### config.mk
export PLATFORM = sky130hd
export DESIGN_NAME = audio_dac_sink_flat
export DESIGN_NICKNAME = d
export VERILOG_FILES = /design/src/rtl/audio_dac_sink_pkg.sv /design/src/rtl/audio_dac_sink_if.sv /design/src/rtl/audio_dac_sink_fifo.sv /design/src/rtl/audio_dac_sink.sv /design/src/flat_wrapper.sv
export SDC_FILE = /design/constraint.sdc
export NUM_CORES = 1
export LEC_CHECK = 0
export ABC_CLOCK_PERIOD_IN_PS = 5900
export BUFFER_PORTS_ARGS = -buffer_cell sky130_fd_sc_hd__buf_2
export CORE_ASPECT_RATIO = 1.5
export CORE_MARGIN = 1.5
export CORE_UTILIZATION = 28
export DETAILED_ROUTE_END_ITERATION = 8
export GPL_TIMING_DRIVEN = 0
export PLACE_DENSITY = 0.45
export SKIP_LAST_GASP = 1
export SYNTH_ARGS = -nofsm -noshare
export SYNTH_HDL_FRONTEND = slang
export SYNTH_SLANG_ARGS = --single-unit
### constraint.sdc
create_clock -name CLOCK_50 -period 5.9 [get_ports CLOCK_50]
set_input_delay 0.59 -clock CLOCK_50 [delete_from_list [all_inputs] [get_ports CLOCK_50]]
set_output_delay 0.59 -clock CLOCK_50 [all_outputs]
set_load 0.005 [all_outputs]
### src/rtl/audio_dac_sink_pkg.sv
// Shared types and constants for the audio DAC sink: sample pair layout,
// serialiser states and the I2S one-bit data delay.
package audio_pkg;

   localparam int AUDIO_W   = 16;
   localparam int I2S_DELAY = 1;

   typedef struct packed {
      logic signed [AUDIO_W-1:0] left;
      logic signed [AUDIO_W-1:0] right;
   } sample_pair_t;

   typedef enum logic [1:0] {
      IDLE       = 2'd0,
      WAIT_FRAME = 2'd1,
      LEFT       = 2'd2,
      RIGHT      = 2'd3
   } ser_state_e;

endpackage

### src/rtl/audio_dac_sink_if.sv
// Sample-write handshake between the player FSM (master) and the DAC sink (slave).
interface audio_dac_sink_if #(
   parameter int DATA_W = 16
);
   logic                     write_s;
   logic                     write_ready;
   logic signed [DATA_W-1:0] writedata_left;
   logic signed [DATA_W-1:0] writedata_right;

   modport master (output write_s, output writedata_left, output writedata_right,
                   input  write_ready);
   modport slave  (input  write_s, input  writedata_left, input  writedata_right,
                   output write_ready);
endinterface

### src/rtl/audio_dac_sink_fifo.sv
// Synchronous FIFO with extra-MSB pointers; storage is not reset, only the pointers.
module sync_fifo #(
   parameter int DEPTH = 8,
   parameter int WIDTH = 32
) (
   input  logic                   i_clk,
   input  logic                   i_rst_n,
   input  logic                   i_push,
   input  logic                   i_pop,
   input  logic [WIDTH-1:0]       i_data,
   output logic [WIDTH-1:0]       o_data,
   output logic                   o_full,
   output logic                   o_empty,
   output logic [$clog2(DEPTH):0] o_level
);
   localparam int AW = $clog2(DEPTH);

   logic [WIDTH-1:0] r_mem [DEPTH];
   logic [AW:0]      r_wr_ptr;
   logic [AW:0]      r_rd_ptr;
   logic             w_push;
   logic             w_pop;

   assign o_full  = (r_wr_ptr[AW] != r_rd_ptr[AW]) && (r_wr_ptr[AW-1:0] == r_rd_ptr[AW-1:0]);
   assign o_empty = (r_wr_ptr == r_rd_ptr);
   assign o_level = r_wr_ptr - r_rd_ptr;
   assign o_data  = r_mem[r_rd_ptr[AW-1:0]];
   assign w_push  = i_push & ~o_full;
   assign w_pop   = i_pop & ~o_empty;

   always_ff @(posedge i_clk) begin
      if (!i_rst_n) begin
         r_wr_ptr <= '0;
         r_rd_ptr <= '0;
      end else begin
         if (w_push) r_wr_ptr <= r_wr_ptr + 1'b1;
         if (w_pop)  r_rd_ptr <= r_rd_ptr + 1'b1;
      end
   end

   always_ff @(posedge i_clk) begin
      if (w_push) r_mem[r_wr_ptr[AW-1:0]] <= i_data;
   end

endmodule

### src/rtl/audio_dac_sink.sv
// Stereo sample sink: FIFO-buffers pairs from the player and shifts them
// MSB-first onto AUD_DACDAT in I2S format, timed by codec-mastered BCLK/LRCK.
module audio_dac_sink
   import audio_pkg::*;
#(
   parameter int DATA_W = 16,
   parameter int DEPTH  = 8,
   parameter int CNT_W  = 16
) (
   input  logic                   CLOCK_50,
   input  logic                   rst_n,
   audio_dac_sink_if.slave        wr,
   input  logic                   AUD_BCLK,
   input  logic                   AUD_DACLRCK,
   output logic                   AUD_DACDAT,
   output logic [$clog2(DEPTH):0] fifo_level,
   output logic [CNT_W-1:0]       underflow_cnt
);
   localparam int LW = $clog2(DEPTH) + 1;

   typedef struct packed {
      logic signed [DATA_W-1:0] left;
      logic signed [DATA_W-1:0] right;
   } pair_t;

   function automatic logic [CNT_W-1:0] sat_inc(input logic [CNT_W-1:0] v);
      return (&v) ? v : v + 1'b1;
   endfunction

   logic [2:0]        r_bclk_sync;
   logic [2:0]        r_lrck_sync;
   logic              r_lock;
   logic              r_write_ready;
   logic [DATA_W-1:0] r_shift;
   logic [DATA_W-1:0] r_hold_r;
   ser_state_e        r_state;
   ser_state_e        w_next_state;
   logic              w_bclk_fall, w_lrck_fall, w_lrck_rise;
   logic              w_frame_start, w_chan_right, w_shift_en;
   logic              w_push, w_pop, w_full, w_empty, w_lock_next, w_full_next;
   logic [LW-1:0]     w_level_next;
   pair_t             w_fifo_din, w_fifo_dout;

   // Bit [0] and [1] form the synchroniser, bit [2] is the edge-detect history.
   always_ff @(posedge CLOCK_50) begin
      if (!rst_n) begin
         r_bclk_sync <= '0;
         r_lrck_sync <= '0;
      end else begin
         r_bclk_sync <= {r_bclk_sync[1:0], AUD_BCLK};
         r_lrck_sync <= {r_lrck_sync[1:0], AUD_DACLRCK};
      end
   end

   assign w_bclk_fall = r_bclk_sync[2] & ~r_bclk_sync[1];
   assign w_lrck_fall = r_lrck_sync[2] & ~r_lrck_sync[1];
   assign w_lrck_rise = ~r_lrck_sync[2] & r_lrck_sync[1];

   always_ff @(posedge CLOCK_50) begin
      if (!rst_n) r_state <= IDLE;
      else        r_state <= w_next_state;
   end

   always_comb begin
      w_next_state = r_state;
      case (r_state)
         IDLE:       w_next_state = WAIT_FRAME;
         WAIT_FRAME: if (w_lrck_fall) w_next_state = LEFT;
         LEFT:       if (w_lrck_rise) w_next_state = RIGHT;
         RIGHT:      if (w_lrck_fall) w_next_state = LEFT;
         default:    w_next_state = IDLE;
      endcase
   end

   always_comb begin
      w_frame_start = 1'b0;
      w_chan_right  = 1'b0;
      w_shift_en    = 1'b0;
      case (r_state)
         WAIT_FRAME: w_frame_start = w_lrck_fall;
         LEFT: begin
            w_chan_right = w_lrck_rise;
            w_shift_en   = 1'b1;
         end
         RIGHT: begin
            w_frame_start = w_lrck_fall;
            w_shift_en    = 1'b1;
         end
         default: ;
      endcase
   end

   assign w_fifo_din.left  = wr.writedata_left;
   assign w_fifo_din.right = wr.writedata_right;

   sync_fifo #(.DEPTH(DEPTH), .WIDTH(2*DATA_W)) u_fifo (
      .i_clk   (CLOCK_50),
      .i_rst_n (rst_n),
      .i_push  (w_push),
      .i_pop   (w_pop),
      .i_data  (w_fifo_din),
      .o_data  (w_fifo_dout),
      .o_full  (w_full),
      .o_empty (w_empty),
      .o_level (fifo_level)
   );

   // Lock keeps a held request from being pushed twice; ready is computed from
   // next-cycle occupancy so it drops right after a push and rises right after a pop.
   assign w_push       = wr.write_s & r_write_ready & ~r_lock & ~w_full;
   assign w_pop        = w_frame_start & ~w_empty;
   assign w_lock_next  = w_push | (r_lock & wr.write_s);
   assign w_level_next = fifo_level + LW'(w_push) - LW'(w_pop);
   assign w_full_next  = (w_level_next == LW'(DEPTH));
   assign wr.write_ready = r_write_ready;

   always_ff @(posedge CLOCK_50) begin
      if (!rst_n) begin
         r_lock        <= 1'b0;
         r_write_ready <= 1'b1;
         underflow_cnt <= '0;
      end else begin
         r_lock        <= w_lock_next;
         r_write_ready <= ~w_full_next & ~w_lock_next;
         if (w_frame_start & w_empty) underflow_cnt <= sat_inc(underflow_cnt);
      end
   end

   // A load coinciding with a bclk_fall still emits the old MSB, so the new
   // word's MSB lands one BCLK after the LRCK edge.
   always_ff @(posedge CLOCK_50) begin
      if (w_frame_start) begin
         r_shift  <= w_empty ? '0 : w_fifo_dout.left;
         r_hold_r <= w_empty ? '0 : w_fifo_dout.right;
      end else if (w_chan_right) begin
         r_shift <= r_hold_r;
      end else if (w_shift_en & w_bclk_fall) begin
         r_shift <= {r_shift[DATA_W-2:0], 1'b0};
      end
   end

   always_ff @(posedge CLOCK_50) begin
      if (!rst_n)           AUD_DACDAT <= 1'b0;
      else if (w_bclk_fall) AUD_DACDAT <= w_shift_en ? r_shift[DATA_W-1] : 1'b0;
   end

endmodule

### src/flat_wrapper.sv
// flat-port wrapper written by rule: the top's interface ports become plain ports
module audio_dac_sink_flat import audio_pkg::*;
#(
   parameter int DATA_W = 16,
   parameter int DEPTH  = 8,
   parameter int CNT_W  = 16
)
  (CLOCK_50, rst_n, AUD_BCLK, AUD_DACLRCK, AUD_DACDAT, fifo_level, underflow_cnt, wr_write_s, wr_writedata_left, wr_writedata_right, wr_write_ready);
  audio_dac_sink_if #(.DATA_W(DATA_W)) wr_i ();
  input  logic CLOCK_50;
  input  logic rst_n;
  input  logic AUD_BCLK;
  input  logic AUD_DACLRCK;
  output logic AUD_DACDAT;
  output logic [$clog2(DEPTH):0] fifo_level;
  output logic [CNT_W-1:0] underflow_cnt;
  input wire logic [$bits(wr_i.write_s)-1:0] wr_write_s;
  input wire logic [$bits(wr_i.writedata_left)-1:0] wr_writedata_left;
  input wire logic [$bits(wr_i.writedata_right)-1:0] wr_writedata_right;
  output wire logic [$bits(wr_i.write_ready)-1:0] wr_write_ready;
  assign wr_i.write_s = wr_write_s;
  assign wr_i.writedata_left = wr_writedata_left;
  assign wr_i.writedata_right = wr_writedata_right;
  assign wr_write_ready = wr_i.write_ready;
  audio_dac_sink #(.DATA_W(DATA_W), .DEPTH(DEPTH), .CNT_W(CNT_W)) u_core (.CLOCK_50(CLOCK_50), .rst_n(rst_n), .wr(wr_i), .AUD_BCLK(AUD_BCLK), .AUD_DACLRCK(AUD_DACLRCK), .AUD_DACDAT(AUD_DACDAT), .fifo_level(fifo_level), .underflow_cnt(underflow_cnt));
endmodule
==> metrics.md, run 1 <==
| Metric | Value |
|---|---|
| Crit path largest cell delay | 0.70 ns |
| Fin crit period | 4.03 ns |
| DRC viols | 0 |
| Worst-path maximum fanout | 9 |
| IO Port Bufs | 57 |
| Worst Setup SP | u_core.u_fifo.r_wr_ptr[0] |
| H-tree depth | 1 |
| Die height | 264 µm |
| Vias/cell | 4.49 |
| First-pass GRT wire length | 42200 µm |
| # hold bufs at CTS | 0 |
| Worst R2R Setup Slack | 1.87 ns |
| Yosys Warn Count | 0 |
| Routed vias | 6201 |
| Total Routing Usage GR | 0.122 |
| CTS root buf | clkbuf_16 |
| Status | finished, final reports clean |
| Skew-Pair Late Insertion Delay | 0.57 ns |
| Placed insts | 1331 |
| Crit path kind | register to register |
| Row cnt | 95 |
| CTS tree | yes |
| Diodes inserted | 0 |
| Gate Count Post-Synth | 667 |
| Async set-or-reset flop fraction in the synthesized netlist | 0 |
| Worst Setup Start Kind | register |
| Design Power | 0.00474 W |
| Cell area after layout | 15000 µm² |
| Fill count | 4254 |
| Rel. slew slack | 0.361 |
| Antenna violations before repair | 4 |
| Layout cell share with drive strength beyond 1 | 0.258 |
| Max Root-Sink Buffers | 3 |
| DRT iter0 DRCs | 264 |
| WP depth | 11 |
| Synth Area per Inst | 19.0 µm² |
| Routed wire per std cell | 20.2 µm |
| FF-to-FF path depth | 11 |
| Skew final | 0.00941 ns |
| CTS Sinks | 326 |
| R2r endpoint | u_core.wr.write_ready |
| Post-cts resize count | 0 |
| Detailed-placement wirelength estimate | 19000 µm |
| Cell variety after synth | 43 |
| Seq cells post-synth | 326 |
| Die area | 46600 µm² |
| Crit path buf inv count | 3 |
| Maximum number of pins on one net before global-route repair | 26 |
| Static leakage | 4.70 nW |
| Number of synthesized flops with an enable pin | 288 |
| Syn nets | 716 |
| Detailed Routing Iterations Pass 1 | 4 |
| PwrDens | 317 nW/µm² |
| Top delay family on crit path | adder cells |
| CP arrival | 4.49 ns |
| CTS Buf Count | 30 |
| Worst r2r src | u_core.u_fifo.r_wr_ptr[0] |
| Critical Path End Type | register |
| Hold/Removal Path Class | input port to register |
| Sequential area share after synthesis | 0.742 |
| Clock-pin transition on the worst setup and hold timing paths | 0.07 ns |
| Critical Path, Cell by Cell | inv_1, ha_1, nand3_2, o21ai_1, inv_1, ha_1, inv_1, ha_1, fa_1, or4_1, o21ba_2 |
| GRT Residual Overflow | 0 |
| RSZ-0062 raised after global routing | false |
| Number of global-route vias before repair | 6760 |
| Mapped cell area | 12700 µm² |
| Final Hold Violating Endpoints | 0 |
| Placer congestion estimate | 0.734 |
| Slew Limit Fails | 0 |
| Synth-to-Final Area Change | 17.9% |
| CP required | 6.36 ns |
| Worst Tran Pin Value | 0.959 ns |
| Starting Density | 0.283 |
| Final ANT Viol Nets | 0 |
| Max-Cap Viols | 0 |
| Setup repair bufs after CTS | 0 |
| Post-DP Area | 14000 µm² |
| Pre-CTS setup slack | 1.85 ns |
| Worst setup path end | u_core.wr.write_ready |
| Most common flop cell mapped by yosys | edfxtp_1 |
| Final Hold Slack | 0.255 ns |
| Core box area | 44800 µm² |
| Peak VDD IR | 0.000221 V |
| Die width | 177 µm |
| Cell with the largest stage delay on the worst path | o21ai_1 |
| Finished Layout Cells | 1381 |
| Ports | 59 |
| Final Cycle Share | 0.683 |
| Final Setup Violations | 0 |
| Total wire length | 27900 µm |
| Setup WS post-layout | 1.87 ns |
| Nets | 830 |
| Highest clock rate | 0.248 GHz |
metrics by stage:
stage	util	TNS (ns)
2_1_floorplan	-	0
3_3_place_gp	0.306	-222.33
3_5_place_dp	0.313	0
4_1_cts	0.334	0
5_1_grt	0.334	0
6_report	0.334	0
flip-flops by register name, summed over array words and instances, names as in the netlist, 2 cells and up, named ones only:
name,count
u_core.u_fifo.r_rd_ptr,4
u_core.r_shift,16
u_core.underflow_cnt,16
u_core.r_bclk_sync,3
u_core.u_fifo.r_wr_ptr,4
u_core.r_hold_r,16
u_core.u_fifo.r_mem,256
u_core.r_state,2
u_core.r_lrck_sync,3
where the power goes:
part	leakage [nW]	switching, W	internal [W]
sequential	2.92	0.0000184	0.00258
clock	0.449	0.000820	0.00108
combinational	1.34	0.000149	0.0000970
final cells by class:
class / instances / area (µm²) / area share
plain buffers: 27 / 115 / 0.00770
clock buffers: 38 / 802 / 0.0536
clock inverters: 12 / 125 / 0.00837
inverters: 15 / 56.3 / 0.00377
multi-input cells: 299 / 3150 / 0.211
flip-flops and latches: 326 / 9410 / 0.629
well taps: 582 / 728 / 0.0487
repair buffers: 82 / 563 / 0.0377
worst reg2reg max path: stages (launching register included):
cell and delay, ns:
dfxtp_1 0.49, inv_1 0.12, ha_1 0.36, nand3_2 0.20
o21ai_1 0.70, inv_1 0.28, ha_1 0.36, inv_1 0.04
ha_1 0.19, fa_1 0.43, or4_1 0.53, o21ba_2 0.23
placed cells by master (no fill, tap or decap), types with 4 or more instances in the layout:
master | netlist | final
edfxtp_1 | 288 | 288
buf_2 | 10 | 67
mux4_2 | 64 | 64
mux2i_1 | 48 | 48
dfxtp_1 | 38 | 38
nor2_1 | 36 | 33
clkbuf_16 | 0 | 31
clkbuf_1 | 14 | 20
nand2_1 | 17 | 17
a21oi_1 | 15 | 15
o22ai_1 | 15 | 15
inv_1 | 12 | 12
clkinv_1 | 2 | 10
o21ai_0 | 10 | 10
ha_1 | 10 | 10
buf_6 | 0 | 10
buf_4 | 0 | 10
nand3_1 | 9 | 9
xnor2_1 | 8 | 8
xor2_1 | 8 | 8
and2_1 | 6 | 6
o21a_1 | 6 | 6
or3_1 | 5 | 5
nand4_1 | 5 | 5
nor3_2 | 0 | 4
or4_1 | 4 | 4
worst min path at each step:
stage                          start               endpoint  slack, ns  cells after the start
4_1_cts                     AUD_BCLK  u_core.r_bclk_sync[0]       0.23                      2
5_1_grt                     AUD_BCLK  u_core.r_bclk_sync[0]       0.24                      2
2_1_floorplan  u_core.r_bclk_sync[0]  u_core.r_bclk_sync[1]       0.41                      1
3_3_place_gp   u_core.r_lrck_sync[0]  u_core.r_lrck_sync[1]       0.42                      1
3_5_place_dp   u_core.r_lrck_sync[0]  u_core.r_lrck_sync[1]       0.42                      1
6_report                    AUD_BCLK  u_core.r_bclk_sync[0]       0.25                      2
logic make-up after synthesis:
family / Yosys count / share of synthesized area
muxes: 112 / 0.152
xor gates and xnor gates: 17 / 0.0123
DFF: 326 / 0.742
buffers and inverters: 42 / 0.0134
adders and majority gates: 12 / 0.0130
and+or+nand+nor: 104 / 0.0420
AOI/OAI and AO/OA: 54 / 0.0257
Yosys cell counts, drive strengths merged, types with 9 or more instances:
cell type    n  share of area
nand3       11         0.0051
dfxtp       38          0.060
clkbuf      14         0.0041
mux4        64           0.11
xor2         9         0.0068
mux2i       48          0.038
inv         13         0.0038
edfxtp     288           0.68
nor2        36          0.011
ha          10         0.0099
nand2       17         0.0050
buf         13         0.0048
o22ai       15         0.0074
a21oi       15         0.0059
o21ai       11         0.0043
metal layers:
| metal | wire length, µm | vias to the layer above | track usage |
|---|---|---|---|
| li1 | - | 2897 | - |
| met3 | 1140 | 36 | 0.0209 |
| met5 | 41 | - | 0 |
| met1 | 10700 | 3147 | 0.136 |
| met2 | 15500 | 113 | 0.233 |
| met4 | 501 | 8 | 0.0332 |
No activity file was read; power rests on OpenSTA's default activity.
==> run 2: changes to the inputs <==
--- a/config.mk
+++ b/config.mk
@@ -5,14 +5,14 @@
 export SDC_FILE = /design/constraint.sdc
 export NUM_CORES = 1
 export LEC_CHECK = 0
-export ABC_CLOCK_PERIOD_IN_PS = 5900
+export ABC_CLOCK_PERIOD_IN_PS = 3500
 export BUFFER_PORTS_ARGS = -buffer_cell sky130_fd_sc_hd__buf_2
 export CORE_ASPECT_RATIO = 1.5
 export CORE_MARGIN = 1.5
 export CORE_UTILIZATION = 28
 export DETAILED_ROUTE_END_ITERATION = 8
 export GPL_TIMING_DRIVEN = 0
-export PLACE_DENSITY = 0.45
+export PLACE_DENSITY = 0.46
 export SKIP_LAST_GASP = 1
 export SYNTH_ARGS = -nofsm -noshare
 export SYNTH_HDL_FRONTEND = slang
==> constraint.sdc (replaced) <==
create_clock -name CLOCK_50 -period 3.5 [get_ports CLOCK_50]
set_input_delay 0.35 -clock CLOCK_50 [delete_from_list [all_inputs] [get_ports CLOCK_50]]
set_output_delay 0.35 -clock CLOCK_50 [all_outputs]
set_load 0.005 [all_outputs]
==> run 2 against run 1 <==
Compared with the run above: non-clock buffer count down 3; critical path depth unchanged; hold slack worse by 0.20 ns; wire length increased by 0.69%; via count increased by 1.7%; setup slack got worse by 1.6 ns; power rose by 78%; first-iteration DRC count grew 35%; global-route usage up 0.24 points; core utilization up 0.60 points; flip-flop and latch count stayed put; cell count grew 0.58%; critical path type unchanged.
==> metrics.md, run 2 (synthesized netlist as in run 1, its figures left out) <==
| Metric | Value |
|---|---|
| # hold bufs at CTS | 0 (unchanged) |
| CP required | 3.91 ns (-2.45 ns) |
| H-tree depth | 2 (+1) |
| IO Port Bufs | 57 (unchanged) |
| DRC viols | 0 (unchanged) |
| RSZ-0062 raised after global routing | false |
| Core Util, Final | 0.340 (+0.00603) |
| Fill count | 4257 (+0.071%) |
| CTS Sinks | 326 (unchanged) |
| Clock-pin transition on the worst setup and hold timing paths | 0.06 ns (about the same) |
| Final Cycle Share | 0.922 (+0.239) |
| Nets | 831 (+0.12%) |
| Die area | 46600 µm² (unchanged) |
| CP arrival | 3.63 ns (-0.86 ns) |
| Max Root-Sink Buffers | 3 (unchanged) |
| Hold/Removal Path Class | input port to register |
| Total wire length | 28000 µm (+0.69%) |
| Sequential Area | 9410 µm² (about the same) |
| Cell with the largest stage delay on the worst path | or4_1 |
| Maximum number of pins on one net before global-route repair | 26 (unchanged) |
| Final Hold Violating Endpoints | 0 (unchanged) |
| Die height | 264 µm (unchanged) |
| Pre-CTS setup slack | -0.642 ns (-2.49 ns) |
| Die width | 177 µm (unchanged) |
| Slew Limit Fails | 0 (unchanged) |
| Crit path largest cell delay | 0.54 ns (-0.16 ns) |
| Final ANT Viol Nets | 0 (unchanged) |
| GRT Residual Overflow | 0 (unchanged) |
| Fin crit period | 3.23 ns (-0.802 ns) |
| Post-DP Area | 14100 µm² (+0.31%) |
| Detailed Routing Iterations Pass 1 | 4 (unchanged) |
| Layout cell share with drive strength beyond 1 | 0.266 (+0.00860) |
| Multi-input logic area | 3200 µm² (+1.6%) |
| CTS root buf | clkbuf_16 |
| Critical Path, Cell by Cell | inv_1, ha_1, nand3_4, o21ai_4, inv_1, ha_1, inv_1, ha_1, fa_1, or4_1, o21ba_2 |
| Vias/cell | 4.54 (+1.2%) |
| Detailed-placement wirelength estimate | 19000 µm (about the same) |
| Worst Tran Pin Value | 1.29 ns (+0.336 ns) |
| Highest clock rate | 0.310 GHz (+25%) |
| Placer congestion estimate | 0.720 (-1.9%) |
| Row cnt | 95 (unchanged) |
| CTS tree | yes |
| Total Routing Usage GR | 0.124 (+0.00236) |
| Number of global-route vias before repair | 6786 (+0.38%) |
| Status | finished, final reports clean |
| Routed wire per std cell | 20.2 µm (+0.11%) |
| Antenna violations before repair | 3 (-1) |
| Hold path cells | 2 (unchanged) |
| Setup WS post-layout | 0.274 ns (-1.60 ns) |
| Crit path kind | register to register |
| Worst-path maximum fanout | 7 (-2) |
| First-pass GRT wire length | 42800 µm (+1.5%) |
| Routed vias | 6309 (+1.7%) |
| CTS Buf Count | 34 (+13%) |
| Synth-to-Final Area Change | 20.0% |
| Max-Cap Viols | 0 (unchanged) |
| Max reg flops | 256 (unchanged) |
| Cell area after layout | 15200 µm² (+1.8%) |
| Static leakage | 4.80 nW (+2.0%) |
| Most common cell after layout, fill and taps aside | edfxtp_1 |
| Skew-Pair Late Insertion Delay | 0.52 ns (-0.05 ns) |
| Rel. slew slack | 0.137 (-0.224) |
| FF-to-FF path depth | 11 (unchanged) |
| Core box area | 44800 µm² (unchanged) |
| Final Setup Violations | 0 (unchanged) |
| Diodes inserted | 0 (unchanged) |
| Critical Path End Type | register |
| Skew final | 0.0167 ns (+0.00727 ns) |
| Worst Setup Start Kind | register |
| PwrDens | 553 nW/µm² (+74%) |
| DRT iter0 DRCs | 356 (+35%) |
| Most frequent cells in the layout | 288 x edfxtp_1, 67 x buf_2, 64 x mux4_2 |
| Ports | 59 (unchanged) |
| Starting Density | 0.283 (unchanged) |
| Peak VDD IR | 0.000278 V (+25%) |
-- run 2: changes by cell type in the layout (fill, tap and decap cells not counted), sizes merged --
cell    before  now
buf         95   92
clkbuf      52   57
clkinv      11   17
-- run 2: layout make-up --
class                   instances  area share
well taps                     582      0.0478
inverters                      15     0.00370
flip-flops and latches        326       0.618
clock inverters                18     0.00995
plain buffers                  27     0.00748
clock buffers                  43      0.0630
repair buffers                 79      0.0394
multi-input cells             299       0.210
-- run 2: worst max-delay path, delay by kind of cell (launching register included) --
family	cells	cell delay, ns
flip-flops	1	0.45
AND/OR/NAND/NOR	2	0.71
AO/OA/AOI/OAI	2	0.43
adder cells (fa/ha/maj)	4	1.28
buffers and inverters	3	0.26
-- run 2: final timing paths --
path	slack [ns]	to	from
min reg2reg	0.45	u_core.r_lrck_sync[1]	u_core.r_lrck_sync[0]
min	0.05	u_core.r_lrck_sync[0]	AUD_DACLRCK
max	0.27	u_core.wr.write_ready	u_core.u_fifo.r_wr_ptr[0]
max reg2reg	0.27	u_core.wr.write_ready	u_core.u_fifo.r_wr_ptr[0]
-- run 2: routing by layer --
layer,global-route usage,share of wire,vias to the layer above
met5,0,0.00078,-
met4,0.0387,0.022,4
met3,0.0220,0.033,41
met2,0.231,0.55,88
met1,0.142,0.39,3264
li1,-,-,2912
-- run 2: power by group --
part / leakage [nW] / internal, W / switching (W)
Clock: 0.544 / 0.00215 / 0.00146
Sequential: 2.92 / 0.00435 / 0.0000343
Combinational: 1.33 / 0.000167 / 0.000257
Total: 4.80 / 0.00667 / 0.00175
-- run 2: what timing repair did --
item	in CTS	in global routing
pin swaps	1	0
gates resized for setup	5	1
buffers inserted	1	0
hold endpoints to repair	0	0
endpoints found under the setup margin	37	1
-- run 2: per-stage QoR --
stage / total power [W] / TNS (ns) / hold slack [ns] / instances
2_1_floorplan: 0.00468 / -49.64 / 0.412 / 667
3_3_place_gp: 0.00486 / -668.55 / 0.424 / 1306
3_5_place_dp: 0.00489 / -1.67 / 0.420 / 1327
4_1_cts: 0.00855 / 0 / 0.0294 / 1389
5_1_grt: 0.00871 / 0 / 0.0482 / 1389
6_report: 0.00841 / 0 / 0.0545 / 1389
==> run 3: changes to the inputs <==
--- a/config.mk
+++ b/config.mk
@@ -5,10 +5,11 @@
 export SDC_FILE = /design/constraint.sdc
 export NUM_CORES = 1
 export LEC_CHECK = 0
+export ABC_AREA = 1
 export ABC_CLOCK_PERIOD_IN_PS = 3500
 export BUFFER_PORTS_ARGS = -buffer_cell sky130_fd_sc_hd__buf_2
 export CORE_ASPECT_RATIO = 1.5
-export CORE_MARGIN = 1.5
+export CORE_MARGIN = 2
 export CORE_UTILIZATION = 28
 export DETAILED_ROUTE_END_ITERATION = 8
 export GPL_TIMING_DRIVEN = 0
==> run 3 against run 2 <==
Compared with the run above: largest power group unchanged; setup slack lost 0.013 ns; critical path depth up 5; maximum frequency is 0.39% lower; clock power down 1%; power is 2.3% higher; die area grew 6.0%.
==> metrics.md, run 3 <==
| Metric | Value |
|---|---|
| Fill count | 4713 (+11%) |
| Most used cell, CP | inv_1 |
| CP arrival | 3.66 ns (+0.03 ns) |
| Cell variety after synth | 34 (-21%) |
| Max-Cap Viols | 0 (unchanged) |
| Nets | 1293 (+56%) |
| Final Cycle Share | 0.925 (+0.00361) |
| Die width | 182 µm (+3.1%) |
| Synth top area share | 0.649 (-0.0334) |
| Crit path kind | register to register |
| Placer congestion estimate | 0.798 (+11%) |
| Antenna violations before repair | 4 (+1) |
| Synth Area per Inst | 11.7 µm² (-38%) |
| Max Root-Sink Buffers | 3 (unchanged) |
| Most frequent cells in the layout | 288 x edfxtp_1, 252 x nor2_1, 167 x o21ai_0 |
| Area leader, netlist | edfxtp_1 |
| H-tree depth | 2 (unchanged) |
| Cell with the most instances after synthesis | edfxtp_1 |
| CTS tree | yes |
| Slew Limit Fails | 0 (unchanged) |
| Max reg flops | 256 (unchanged) |
| Detailed Routing Iterations Pass 1 | 5 (+1) |
| Status | finished, final reports clean |
| CP required | 3.93 ns (+0.02 ns) |
| Final ANT Viol Nets | 0 (unchanged) |
| Detailed-placement wirelength estimate | 25400 µm (+34%) |
| Cell area after layout | 15800 µm² (+3.5%) |
| Worst R2R Setup Slack | 0.26 ns (about the same) |
| Number of synthesized flops with an enable pin | 288 (unchanged) |
| Core box area | 47300 µm² (+5.6%) |
| Cell with the largest stage delay on the worst path | fa_1 |
| Total Routing Usage GR | 0.150 (+0.0266) |
| Die area | 49400 µm² (+6.0%) |
| Total wire length | 37400 µm (+34%) |
| Syn nets | 1189 (+66%) |
| PwrDens | 546 nW/µm² (-1.2%) |
| Diodes inserted | 0 (unchanged) |
| Most common cell after layout, fill and taps aside | edfxtp_1 |
| Hold/Removal Path Class | input port to register |
| Maximum number of pins on one net before global-route repair | 20 (-23%) |
| Starting Density | 0.282 (-0.00126) |
| Number of global-route vias before repair | 9004 (+33%) |
| Sequential area share after synthesis | 0.706 (-0.0363) |
| Row cnt | 98 (+3.2%) |
| CTS root buf | clkbuf_16 |
| Worst-path maximum fanout | 10 (+3) |
| Highest clock rate | 0.309 GHz (-0.39%) |
| Synth cell count leaders | 288 x edfxtp_1, 259 x nor2_1, 167 x o21ai_0 |
| DRT iter0 DRCs | 432 (+21%) |
| Final Hold Violating Endpoints | 0 (unchanged) |
| Worst Tran Pin Value | 0.755 ns (-0.540 ns) |
| Post-DP Area | 14700 µm² (+4.2%) |
| Rel. slew slack | 0.496 (+0.359) |
| Synth-to-Final Area Change | 18.1% |
| Gate Count Post-Synth | 1140 (+71%) |
| CTS Buf Count | 34 (unchanged) |
| Most common flop cell mapped by yosys | edfxtp_1 |
| Mapped cell area | 13300 µm² (+5.1%) |
| Routed wire per std cell | 20.1 µm (-0.67%) |
| IO Port Bufs | 57 (unchanged) |
| Ports | 59 (unchanged) |
| Async set-or-reset flop fraction in the synthesized netlist | 0 (unchanged) |
| Pre-CTS setup slack | 0.117 ns (+0.759 ns) |
| First-pass GRT wire length | 55200 µm (+29%) |
| Seq cells post-synth | 326 (unchanged) |
| Sequential Area | 9410 µm² (about the same) |
| Fin crit period | 3.24 ns (+0.0126 ns) |
| Worst Setup Start Kind | register |
| Die height | 271 µm (+2.9%) |
| DRC viols | 0 (unchanged) |
| Setup TNS | 0 ns (unchanged) |
| Skew-Pair Late Insertion Delay | 0.52 ns (about the same) |
| Static leakage | 5.37 nW (+12%) |
| Peak VDD IR | 0.000284 V (+2.2%) |
| CTS Sinks | 326 (unchanged) |
| Layout cell share with drive strength beyond 1 | 0.144 (-0.122) |
| Critical Path End Type | register |
| Setup WS post-layout | 0.261 ns (-0.0126 ns) |
| Routed vias | 8891 (+41%) |
| RSZ-0062 raised after global routing | false |
| Crit path largest cell delay | 0.45 ns (-0.09 ns) |
| Clock-pin transition on the worst setup and hold timing paths | 0.07 ns (about the same) |
| Final Setup Violations | 0 (unchanged) |
| Critical Path, Cell by Cell | inv_1, ha_1, inv_1, nor2_2, nand2_4, nand2_4, inv_2, buf_6, ha_1, inv_1, ha_1, fa_1, nor4_2, nand3_1, nand2_1, inv_1 |
| Yosys Warn Count | 0 (unchanged) |
| GRT Residual Overflow | 0 (unchanged) |
| Ranking of synthesized cells by area | edfxtp_1 65%, nor2_1 7.3%, o21ai_0 6.3% |
| Skew final | 0.0148 ns (-0.00190 ns) |
| Vias/cell | 4.76 (+4.8%) |
| Multi-input logic area | 3530 µm² (+10%) |
-- run 3: cell count changes after synthesis, moves of 19 or more --
cell	delta
nor2_1	+223
o21ai_0	+157
nand2_1	+72
mux4_2	-64
mux2i_1	-48
nand3_1	+38
inv_1	+29
clkbuf_1	+19
-- run 3: kinds of logic after synthesis --
kind of cell | share of synthesized area
compound gates | 0.106
xor+xnor | 0.00779
fa+ha+maj | 0.0124
buf+inv | 0.0352
flops | 0.706
simple gates | 0.133
-- run 3: path summary, 6_finish.rpt --
check / start / end / cells past startpoint
setup / recovery: u_core.u_fifo.r_wr_ptr[0] / u_core.wr.write_ready / 16
hold / removal: AUD_DACLRCK / u_core.r_lrck_sync[0] / 3
setup reg to reg: u_core.u_fifo.r_wr_ptr[0] / u_core.wr.write_ready / 16
hold reg to reg: u_core.r_bclk_sync[0] / u_core.r_bclk_sync[1] / 2
-- run 3: what timing repair did --
| item | 4_1_cts | 5_1_grt |
|---|---|---|
| hold buffers | 1 | 0 |
| setup endpoints to repair | 0 | 1 |
| endpoints found under the hold margin | 1 | 0 |
| gates resized for setup | 0 | 2 |
| setup buffers | 0 | 0 |
-- run 3: power by group --
part           internal, W  switching (W)
clock network      0.00206        0.00149
registers          0.00439      0.0000373
logic             0.000187       0.000439
total              0.00664        0.00197
-- run 3: final cells by class --
cell class                      instances  share of cell area
Clock inverter                         15             0.00770
Clock buffer                           44              0.0604
Tap cell                              600              0.0476
Inverter                               47              0.0112
Multi-Input combinational cell        707               0.224
Sequential cell                       326               0.597
Timing Repair Buffer                   68              0.0330
Buffer                                 60              0.0186
-- run 3: worst max-delay path, delay by kind of cell, from the launching register on --
family                     cells  cell delay [ns]
adders and majority gates      4             1.24
buffers and inverters          6             0.46
DFF                            1             0.38
and+or+nand+nor                6             1.04
-- run 3: stage by stage --
step,power [W],instances,util,hold slack (ns)
floorplan,0.00485,1140,-,0.390
global placement,0.00510,1797,0.304,0.406
detailed placement,0.00514,1807,0.310,0.403
CTS,0.00870,1867,0.333,0.00848
global route,0.00891,1867,0.333,0.0399
finish,0.00861,1867,0.333,0.0301
-- run 3: metal layers --
metal  up-vias  global-route usage  wire length (µm)
met4         8              0.0713              1620
met3        83              0.0263              1390
li1       4240                   -                 -
met2       185               0.281             19900
met1      4375               0.163             14400
met5         -                   0                47
